==> config.mk <==
export PLATFORM = sky130hd
export DESIGN_NAME = sa_feeder
export DESIGN_NICKNAME = d
export VERILOG_FILES = /design/src/rtl/sa_feeder.sv
export SDC_FILE = /design/constraint.sdc
export NUM_CORES = 1
export LEC_CHECK = 0
export ABC_AREA = 0
export CAP_MARGIN = 20
export CORE_ASPECT_RATIO = 1.25
export CORE_MARGIN = 4
export CORE_UTILIZATION = 52
export DETAILED_ROUTE_END_ITERATION = 16
export GPL_TIMING_DRIVEN = 0
export PLACE_DENSITY = 0.75
export SKIP_LAST_GASP = 1
export SYNTH_ARGS = -nofsm -noshare
export SYNTH_HDL_FRONTEND = slang
export SYNTH_SLANG_ARGS = --single-unit
==> constraint.sdc <==
create_clock -name clk -period 1.5 [get_ports clk]
set_input_delay 0.45 -clock clk [delete_from_list [all_inputs] [get_ports clk]]
set_output_delay 0.45 -clock clk [all_outputs]
set_load 0.05 [all_outputs]
==> src/rtl/sa_feeder.sv <==
// sa_feeder: front-end sequencer for systolic_array.
// Loads stationary weights one row per beat, streams activations with a
// triangular skew, flushes with zeros after the last token and tracks
// per-column result validity aligned to the array's psum outputs.

`ifndef ARRAY_ROW
`define ARRAY_ROW 12
`endif
`ifndef ARRAY_COL
`define ARRAY_COL 8
`endif
`ifndef DATA_WIDTH
`define DATA_WIDTH 8
`endif

module sa_feeder #(
  parameter int unsigned ARRAY_ROW  = `ARRAY_ROW,
  parameter int unsigned ARRAY_COL  = `ARRAY_COL,
  parameter int unsigned DATA_WIDTH = `DATA_WIDTH
) (
  input  logic                            clk,
  input  logic                            rst_n,
  input  logic                            w_valid,
  output logic                            w_ready,
  input  logic [ARRAY_COL*DATA_WIDTH-1:0] w_data,
  input  logic                            a_valid,
  output logic                            a_ready,
  input  logic [ARRAY_ROW*DATA_WIDTH-1:0] a_data,
  input  logic                            a_last,
  output logic [ARRAY_ROW-1:0]            row_load_en,
  output logic [ARRAY_COL*DATA_WIDTH-1:0] in_weight_vec,
  output logic                            en_compute,
  output logic [ARRAY_ROW*DATA_WIDTH-1:0] in_act_vec,
  output logic [ARRAY_COL-1:0]            col_valid,
  output logic                            busy,
  output logic                            done
);

  // Valid pipeline spans stage 0 plus ARRAY_ROW+ARRAY_COL-1 delay stages.
  localparam int unsigned VLD_D  = ARRAY_ROW + ARRAY_COL;
  localparam int unsigned WCNT_W = (ARRAY_ROW > 1) ? $clog2(ARRAY_ROW) : 1;
  localparam int unsigned DCNT_W = $clog2(ARRAY_ROW + ARRAY_COL);

  typedef enum logic [1:0] {
    IDLE   = 2'd0,
    LOAD_W = 2'd1,
    STREAM = 2'd2,
    DRAIN  = 2'd3
  } state_t;

  state_t              state;
  state_t              next_state;
  logic [WCNT_W-1:0]   w_cnt;
  logic [DCNT_W-1:0]   drain_cnt;
  logic [VLD_D-1:0]    vld_q;
  logic                w_accept_c;
  logic                a_accept_c;

  // Next-state decode and handshake qualification.
  always_comb begin
    next_state = state;
    w_accept_c = 1'b0;
    a_accept_c = 1'b0;
    case (state)
      IDLE: begin
        if (w_valid) begin
          next_state = LOAD_W;
        end else if (a_valid) begin
          next_state = STREAM;
        end
      end
      LOAD_W: begin
        w_accept_c = w_valid & w_ready;
        if (w_accept_c && (w_cnt == WCNT_W'(ARRAY_ROW - 1))) begin
          next_state = IDLE;
        end
      end
      STREAM: begin
        a_accept_c = a_valid & a_ready;
        if (a_accept_c && a_last) begin
          next_state = DRAIN;
        end
      end
      DRAIN: begin
        if (drain_cnt == DCNT_W'(ARRAY_ROW + ARRAY_COL - 1)) begin
          next_state = IDLE;
        end
      end
      default: next_state = IDLE;
    endcase
  end

  // State register.
  always_ff @(posedge clk or negedge rst_n) begin
    if (!rst_n) begin
      state <= IDLE;
    end else begin
      state <= next_state;
    end
  end

  // Registered control outputs, derived from the state being entered.
  always_ff @(posedge clk or negedge rst_n) begin
    if (!rst_n) begin
      w_ready    <= 1'b0;
      a_ready    <= 1'b0;
      en_compute <= 1'b0;
      busy       <= 1'b0;
      done       <= 1'b0;
    end else begin
      w_ready    <= (next_state == LOAD_W);
      a_ready    <= (next_state == STREAM);
      en_compute <= (next_state == STREAM) || (next_state == DRAIN);
      busy       <= (next_state != IDLE);
      done       <= (state == DRAIN) &&
                    (drain_cnt == DCNT_W'(ARRAY_ROW + ARRAY_COL - 2));
    end
  end

  // Weight beat counter; holds across gaps and wraps after the last row.
  always_ff @(posedge clk or negedge rst_n) begin
    if (!rst_n) begin
      w_cnt <= '0;
    end else if (w_accept_c) begin
      w_cnt <= (w_cnt == WCNT_W'(ARRAY_ROW - 1)) ? '0 : w_cnt + WCNT_W'(1);
    end
  end

  // Drain counter; zero in the first DRAIN cycle, counts every cycle after.
  always_ff @(posedge clk or negedge rst_n) begin
    if (!rst_n) begin
      drain_cnt <= '0;
    end else if (state != DRAIN) begin
      drain_cnt <= '0;
    end else begin
      drain_cnt <= drain_cnt + DCNT_W'(1);
    end
  end

  // Weight load strobe and data, presented for one cycle per accepted beat.
  always_ff @(posedge clk or negedge rst_n) begin
    if (!rst_n) begin
      row_load_en   <= '0;
      in_weight_vec <= '0;
    end else if (w_accept_c) begin
      row_load_en   <= ARRAY_ROW'(1) << w_cnt;
      in_weight_vec <= w_data;
    end else begin
      row_load_en   <= '0;
      in_weight_vec <= '0;
    end
  end

  // Token valid pipeline; column c taps the stage ARRAY_ROW+c cycles back.
  always_ff @(posedge clk or negedge rst_n) begin
    if (!rst_n) begin
      vld_q <= '0;
    end else begin
      vld_q <= {vld_q[VLD_D-2:0], a_accept_c};
    end
  end

  assign col_valid = vld_q[VLD_D-1:ARRAY_ROW];

  // Per-row skew lines: row r holds r+1 registers, so row r lags row 0 by r.
  for (genvar r = 0; r < int'(ARRAY_ROW); r++) begin : g_skew
    logic [DATA_WIDTH-1:0] dl [r+1];

    // Capture the accepted element (or a zero bubble) and shift it down.
    always_ff @(posedge clk or negedge rst_n) begin
      if (!rst_n) begin
        for (int k = 0; k <= r; k++) begin
          dl[k] <= '0;
        end
      end else begin
        dl[0] <= a_accept_c ? a_data[r*DATA_WIDTH +: DATA_WIDTH] : '0;
        for (int k = 1; k <= r; k++) begin
          dl[k] <= dl[k-1];
        end
      end
    end

    assign in_act_vec[r*DATA_WIDTH +: DATA_WIDTH] = dl[r];
  end

endmodule

==> results by group <==
Place
  • DP HPWL: 22,850 µm
  • RePlAce Congestion: 0.8295
  • Placed Instances: 1,939
  • IO buf count: 349
  • Placed inst area: 25,030 µm²

Routing
  • Vias per cell: 4.520
  • Wirelength, routed: 39,480 µm
  • Iteration-0 DRC count of the detailed router: 332
  • Detail Route Antenna Nets: 0
  • DR pass1 iterations: 4
  • Routed length per placed instance: 19.85 µm
  • Remaining DRCs: 0
  • Vias: 8,990

Die
  • Die Area: 43,230 µm²
  • Initial Util: 52.82%
  • Cell Rows: 81
  • I/O Pins: 350
  • Die Span Y: 231.5 µm
  • Core box area: 39,320 µm²
  • Die width: 186.8 µm

Power and ir drop
  • Pleak: 14.32 nW
  • Pwr Density: 1503 nW/µm²
  • Peak supply drop: 0.9814 mV
  • Pwr Total: 41.53 mW

Global routing
  • Vias in the first global route: 10,660
  • First-pass GRT wire length: 60,940 µm
  • Pin count of the biggest net entering global routing: 123
  • Gr ovfl total: 0
  • GRT Util Overall: 18.60%
  • Initial antenna violation count: 10

Run status
  • Status: finished with violations
  • Failing checks: negative hold slack, negative setup slack

Setup path
  • Slowest cell on crit path: dfrtp_1
  • Worst r2r path cells: 6
  • WP data arrival: 1.25 ns
  • Crit. Startpoint: vld_q[16]$_DFF_PN0_
  • Reg-to-reg endpoint: g_skew[6].dl[51]$_DFF_PN0_
  • Crit start category: register
  • Critical Path RT: 1.05 ns
  • Element type at the critical path end: primary output
  • Worst reg2reg path startpoint: en_compute$_DFF_PN0_
  • Largest stage delay, worst path: 0.41 ns
  • Worst path depth: 2
  • R2R setup slack: 0.04 ns
  • CP endpoint: col_valid[4]
  • WP buf/inv: 2
  • CP cell instances: buf_6 -> buf_8
  • Crit Path Max Fanout: 2
  • Critical path's top delay family: flip-flops
  • CP Class: reg -> out

Clock network
  • Max H-tree Level: 3
  • CTS Sinks: 735
  • CTS tree: done
  • Clk buf depth: 3
  • CTS root buffer: clkbuf_16
  • Clock transition at path regs: 0.07 ns
  • Clock Latency Late Sink: 0.57 ns
  • CTS buffer count: 67

Timing
  • Worst Skew: 0.02776 ns
  • RSZ-0062 raised after global routing: yes
  • Tmin final: 1.699 ns
  • Post-route worst setup slack: -0.1991 ns
  • Max_slew headroom: 57.74%
  • Worst-Margin Slew: 0.6340 ns
  • Max-slew violations: 0
  • Hold Violations, Final: 109
  • Number of endpoints failing setup at the final stage: 185
  • Achievable frequency: 588.5 MHz
  • WHS: -0.2462 ns
  • Post-route clock period utilization: 113.3%

Synthesis
  • Count of cell types in the netlist: 31
  • Post-synthesis area per instance: 19.11 µm²
  • Mapped cell area: 20,770 µm²
  • Synthesized instance count: 1,087
  • Post-Syn Nets: 1,260
  • Flops & latches, synth: 735
  • Yosys warning total: 0
  • Sequential fraction of the synthesis area: 88.55%

Cells and area
  • Fin cells: 1,989
  • Fin area: 27,630 µm²
  • Layout Nets: 1,604
  • Util after Layout: 70.26%
  • Ratio of cells with drive above 1 in the final layout: 24.63%
  • Area grow syn2layout: 33.00%

Hold path
  • Worst hold path type: in -> async

Run
  • MaxCap Viol Count: 0
[cells by family after synthesis]
| family | share of synthesized area, % |
|---|---|
| muxes | 0.04819 |
| DFF | 88.55 |
| xor gates and xnor gates | 0.1265 |
| adders and majority gates | 0.4819 |
| and+or+nand+nor | 6.174 |
| AOI/OAI and AO/OA | 0.3554 |
| buffers and inverters | 4.265 |
[layout make-up]
type / count / area (µm²)
flip-flops and latches: 735 / 18390
fillers: 2364 / 11700
repair buffers: 368 / 4516
clock buffers: 97 / 1971
multi-input cells: 227 / 1494
well taps: 498 / 623.1
clock inverters: 23 / 370.4
plain buffers: 24 / 206.4
inverters: 8 / 30.03
diodes: 9 / 22.52
[how the worst min path moves through the flow]
| stage | startpoint | to | slack [ns] |
|---|---|---|---|
| 2_1_floorplan | rst_n | a_ready$_DFF_PN0_ | 0.15 |
| 5_1_grt | rst_n | g_skew[2].dl[11]$_DFF_PN0_ | -0.25 |
| 4_1_cts | rst_n | in_act_vec[50]$_DFF_PN0_ | -0.15 |
| 3_5_place_dp | g_skew[10].dl[32]$_DFF_PN0_ | g_skew[10].dl[24]$_DFF_PN0_ | 0.33 |
| 6_report | rst_n | g_skew[2].dl[11]$_DFF_PN0_ | -0.25 |
| 3_3_place_gp | g_skew[9].dl[62]$_DFF_PN0_ | g_skew[9].dl[54]$_DFF_PN0_ | 0.33 |
[cell usage after synthesis]
master     instances  share of area [%]
a21o_1             1              0.036
a21oi_1            3              0.072
a31o_2             1              0.042
and2_1           135                4.1
and2_4            27                1.1
and2b_1            1              0.036
and3_1             1              0.030
and4b_1            2              0.096
buf_2              1              0.024
buf_4             97                3.5
buf_6              6               0.33
clkbuf_1           8               0.14
clkbuf_2           5               0.12
dfrtp_1          735                 89
ha_1               8               0.48
inv_1              8               0.14
mux2i_1            1              0.048
nand2_1           11               0.20
nand2b_1           1              0.030
nand3_1            5               0.12
nand4_1            1              0.030
nand4bb_1          1              0.054
nor2_1            13               0.23
nor3_1             4              0.096
nor4b_1            1              0.042
o211ai_1           1              0.036
o21a_1             1              0.036
o21ai_0            4              0.096
o21bai_1           1              0.036
xnor2_1            1              0.042
xor2_1             2              0.084
[stage by stage]
step                TNS (ns)  setup WS, ns
floorplan                  0      0.004489
global placement           -        -32.43
detailed placement   -534.10        -1.324
CTS                   -17.52       -0.2390
global route          -18.07       -0.2529
finish                -10.27       -0.1991
[flip-flops by register name (all words and copies together) (netlist names)]
signal	count
a_ready	1
busy	1
done	1
drain_cnt	5
en_compute	1
g_skew.dl	536
in_act_vec	88
in_weight_vec	64
row_load_en	12
state	1
vld_q	20
w_cnt	4
w_ready	1
[report_power, final]
part           total (mW)  internal [mW]  switching [mW]
clock                17.7           10.6            7.16
sequential           21.2           20.8           0.457
combinational        2.56           1.19            1.37
[layout by cell type, fill, tap and decap left out, types with 2 or more instances in the layout]
cell,count
clkbuf_1,14
clkbuf_16,69
buf_8,89
bufbuf_16,4
buf_4,10
and2_1,135
clkinvlp_4,4
o21ai_0,4
diode_2,9
clkinv_8,3
clkbuf_8,16
nor3_1,4
and2_4,27
bufinv_16,8
dfrtp_1,734
clkbuf_2,7
buf_16,6
xor2_1,2
nand2_1,11
buf_12,10
clkdlybuf4s50_1,163
inv_6,2
clkinv_2,5
buf_6,97
nand3_1,5
ha_1,8
clkbuf_4,3
nor2_1,13
a21oi_1,3
inv_1,8
[layer usage]
layer,global-route usage (%),up-vias,wire (µm)
li1,-,3958,-
met1,20.02,4651,13570
met2,33.45,286,21660
met3,5.574,93,2717
met4,9.270,2,1521
met5,0,-,13
[repair_timing]
item | in CTS | in global routing
endpoints found under the hold margin | 109 | 109
buffers inserted | 5 | 4
cloned | 4 | 1
endpoints found under the setup margin | 583 | 479
pin swaps | 0 | 0
gates resized for setup | 1409 | 23
Note: power is estimated with default switching activity, not from simulation.
==> RTL edit (same settings) <==
Encoding of `state_t`: now one-hot (4 bits for 4 states).
--- a/src/rtl/sa_feeder.sv
+++ b/src/rtl/sa_feeder.sv
@@ -42,9 +42,9 @@
   localparam int unsigned DCNT_W = $clog2(ARRAY_ROW + ARRAY_COL);
 
-  typedef enum logic [1:0] {
-    IDLE   = 2'd0,
-    LOAD_W = 2'd1,
-    STREAM = 2'd2,
-    DRAIN  = 2'd3
+  typedef enum logic [3:0] {
+    IDLE   = 4'b0001,
+    LOAD_W = 4'b0010,
+    STREAM = 4'b0100,
+    DRAIN  = 4'b1000
   } state_t;
 
Check against the original RTL: no difference found for any inputs over 4 cycles, from zero or initial values and one cycle with rst_n low; so few cycles prove little.
==> RTL edit against the unedited design <==
Clock skew is 0.0036 ns lower; largest power group unchanged; synthesized area is 0.60% higher; the run still ends with hold timing, setup timing left; wire length is 12% higher; power is 0.16% lower; core utilization is 2.2 points higher; critical path type is now flop to flop; design area is 3.4% higher; sequential cell count is 3 higher; non-clock buffer count is 27 higher; worst setup slack worse by 0.079 ns.
==> RTL edit: results (changes against the unedited design) <==
The largest buffer count on any clock path is 3 (unchanged). The setup-violating endpoint count in the final report came out at 366 (+98%). The largest clock skew in the final design is 0.0241 ns (-0.00362 ns). The global-route wire length before repair came out at 63600 um (+4.4%). The level count of the clock H-tree came out at 3 (unchanged).

The post-detailed-route wirelength per cell is 21.8 um (+9.8%). The number of hold violations in the final report is 88 (-19%). The mean number of vias per cell is 4.62 (+2.3%). The largest net degree at the start of global routing is 128 (+4.1%). The flow ran to the end, but the final reports show violations. The fraction of layout instances using a drive strength above 1 was 29.1% (+4.4 points).

The total nets after synthesis is 1269 (+0.71%). The worst hold path belongs to the class input pin to async pin. The net count of the finished layout came to 1641 (+2.3%). The iteration-0 DRC count of the detailed router is 286 (-14%).

The checks that failed: hold timing, setup timing. The setup slack of the critical path after layout is -0.278 ns (-0.0788 ns). The detailed-routing iteration count for the pre-antenna-repair pass is 4 (unchanged). The commonest cells after synthesis are dfrtp_1, and2_1, buf_4, and3_1, nor2_1.

The transition time at the pin with the least slew margin is 0.624 ns (-0.0104 ns). The worst endpoint data arrival time is 2.28 ns (+1.03 ns). The endpoint identified for the worst register-to-register timing path is g_skew[6].dl[50]. The final hold slack is -0.263 ns (-0.0172 ns). The wire length reported by the detailed router came out at 44100 um (+12%). The depth of the worst register-to-register path is 6 (unchanged). The number of synthesis warnings is 0 (unchanged). The final weighted congestion in routability-driven placement is 0.836 (+0.76%).

g_skew.dl holds more flip-flops than any other register. The growth of design area from synthesis to finish came out at 36.7%. The global-route usage over all layers came out at 19.5% (+0.90 points).

The post-CTS clock slew at the launch and capture registers of the worst setup and hold paths is 0.07 ns (about the same). The post-synthesis sequential area ratio came out at 88.4% (-0.16 points). The category of cells accounting for the largest share of critical-path delay is simple AND/OR/NAND/NOR gates.

The cell sitting at the root of the clock tree is a clkbuf_16. The number of buffers inserted by port buffering came to 349 (unchanged). The mean cell area of the mapped netlist is 19.1 um2 (-0.23%). The slowest stage of the critical path belongs to the cell or4b_4. The number of buffers added by the clock tree synthesis step is 67 (unchanged). The via count of the first global-routing pass came to 10800 (+1.4%). The number of flip-flops in the largest register came out at 536 (unchanged). The maximum resistive drop on vdd came out at 1160 uV (+18%). The startpoint of the worst-slack reg-to-reg timing path is state[1]. The number of inserted filler cells in the final layout is 2141 (-9.4%). The async set or reset register ratio after synthesis is 100% (unchanged). The top fanout value on the critical path is 8 (+6).

The HPWL after detailed placement is 22500 um (-1.5%). The clock latency at the later pin of the worst-skew pair is 0.59 ns (+0.02 ns). The number of antenna violations at the first check in global routing is 8 (-2).

Ranked by total cell area, the synthesized netlist is headed by dfrtp_1, and2_1, buf_4. The delay of the slowest critical-path stage is 0.59 ns (+0.18 ns). The number of distinct library cells after synthesis is 37 (+19%). The post-placement cell count came to 1948 (+0.46%). The static power due to leakage came to 14.8 nW (+3.4%).
==> RTL edit: cell types whose count changed after synthesis, sizes merged, moves of 3 or more <==
cell	before	now
a211oi	0	3
and3	1	13
nand2	11	2
nor3	4	1
or4b	0	3
==> RTL edit: per-layer routing <==
layer  routed length, um  GRT usage (%)
met4                1350           8.69
met5                  34              0
met2               25200           36.1
met1               15000           21.0
met3                2520           5.05
==> RTL edit: worst max-delay path by stage <==
stage,end,startpoint,slack (ns),cells past startpoint
5_1_grt,g_skew[1].dl[13],state[1],-0.34,6
2_1_floorplan,w_cnt[0],state[2],-0.22,5
4_1_cts,w_cnt[1],state[2],-0.26,5
3_3_place_gp,g_skew[2].dl[11],rst_n,-29.95,1
6_report,g_skew[6].dl[50],state[1],-0.28,6
3_5_place_dp,g_skew[2].dl[20],rst_n,-1.86,5
==> RTL edit: per-stage QoR <==
| step | instance area, um2 | setup slack, ns | TNS, ns |
|---|---|---|---|
| after floorplan | 20900 | -0.217 | -3.58 |
| after global placement | 25100 | -29.95 | - |
| after detailed placement | 25200 | -1.86 | -600.88 |
| after CTS | 27800 | -0.263 | -53.93 |
| after global routing | 28600 | -0.337 | -67.44 |
| final | 28600 | -0.278 | -50.86 |
==> RTL edit: logic make-up after synthesis <==
| group | share of synthesized area [%] |
|---|---|
| fa+ha+maj | 0.479 |
| buf+inv | 4.09 |
| compound gates | 0.533 |
| flops | 88.4 |
| mux | 0.144 |
| simple gates | 6.20 |
| xor+xnor | 0.168 |
==> RTL edit: power breakdown <==
| group | total (mW) | internal, mW | switching [mW] |
|---|---|---|---|
| Sequential | 20.5 | 20.2 | 0.236 |
| Clock | 18.3 | 10.9 | 7.45 |
| Combinational | 2.66 | 1.25 | 1.41 |
| Total | 41.5 | 32.4 | 9.10 |
==> RTL edit: final cells by class <==
| class | count | area [um2] | share of cell area [%] |
|---|---|---|---|
| clock buffer | 96 | 1960 | 6.85 |
| timing repair buffer | 400 | 5040 | 17.7 |
| inverter | 6 | 22.5 | 0.0788 |
| sequential | 738 | 18500 | 64.7 |
| buffer | 19 | 270 | 0.946 |
| tap | 498 | 623 | 2.18 |
| antenna | 6 | 15.0 | 0.0526 |
| clock inverter | 22 | 400 | 1.40 |
| multi-input combinational | 236 | 1760 | 6.18 |
==> RTL edit: repair_timing <==
action	4_1_cts	5_1_grt
setup endpoints to repair	759	497
pin swaps	2	54
gates resized for setup	1419	111
endpoints found under the hold margin	88	88
gates cloned	5	16
setup buffers	16	9
==> RTL edit: worst reg2reg max path: stages, from the launching register on <==
cell       delay, ns
dfrtp_2         0.43
or4b_4          0.59
nor2_4          0.15
buf_12          0.14
buf_12          0.15
clkbuf_16       0.15
and2_1          0.11
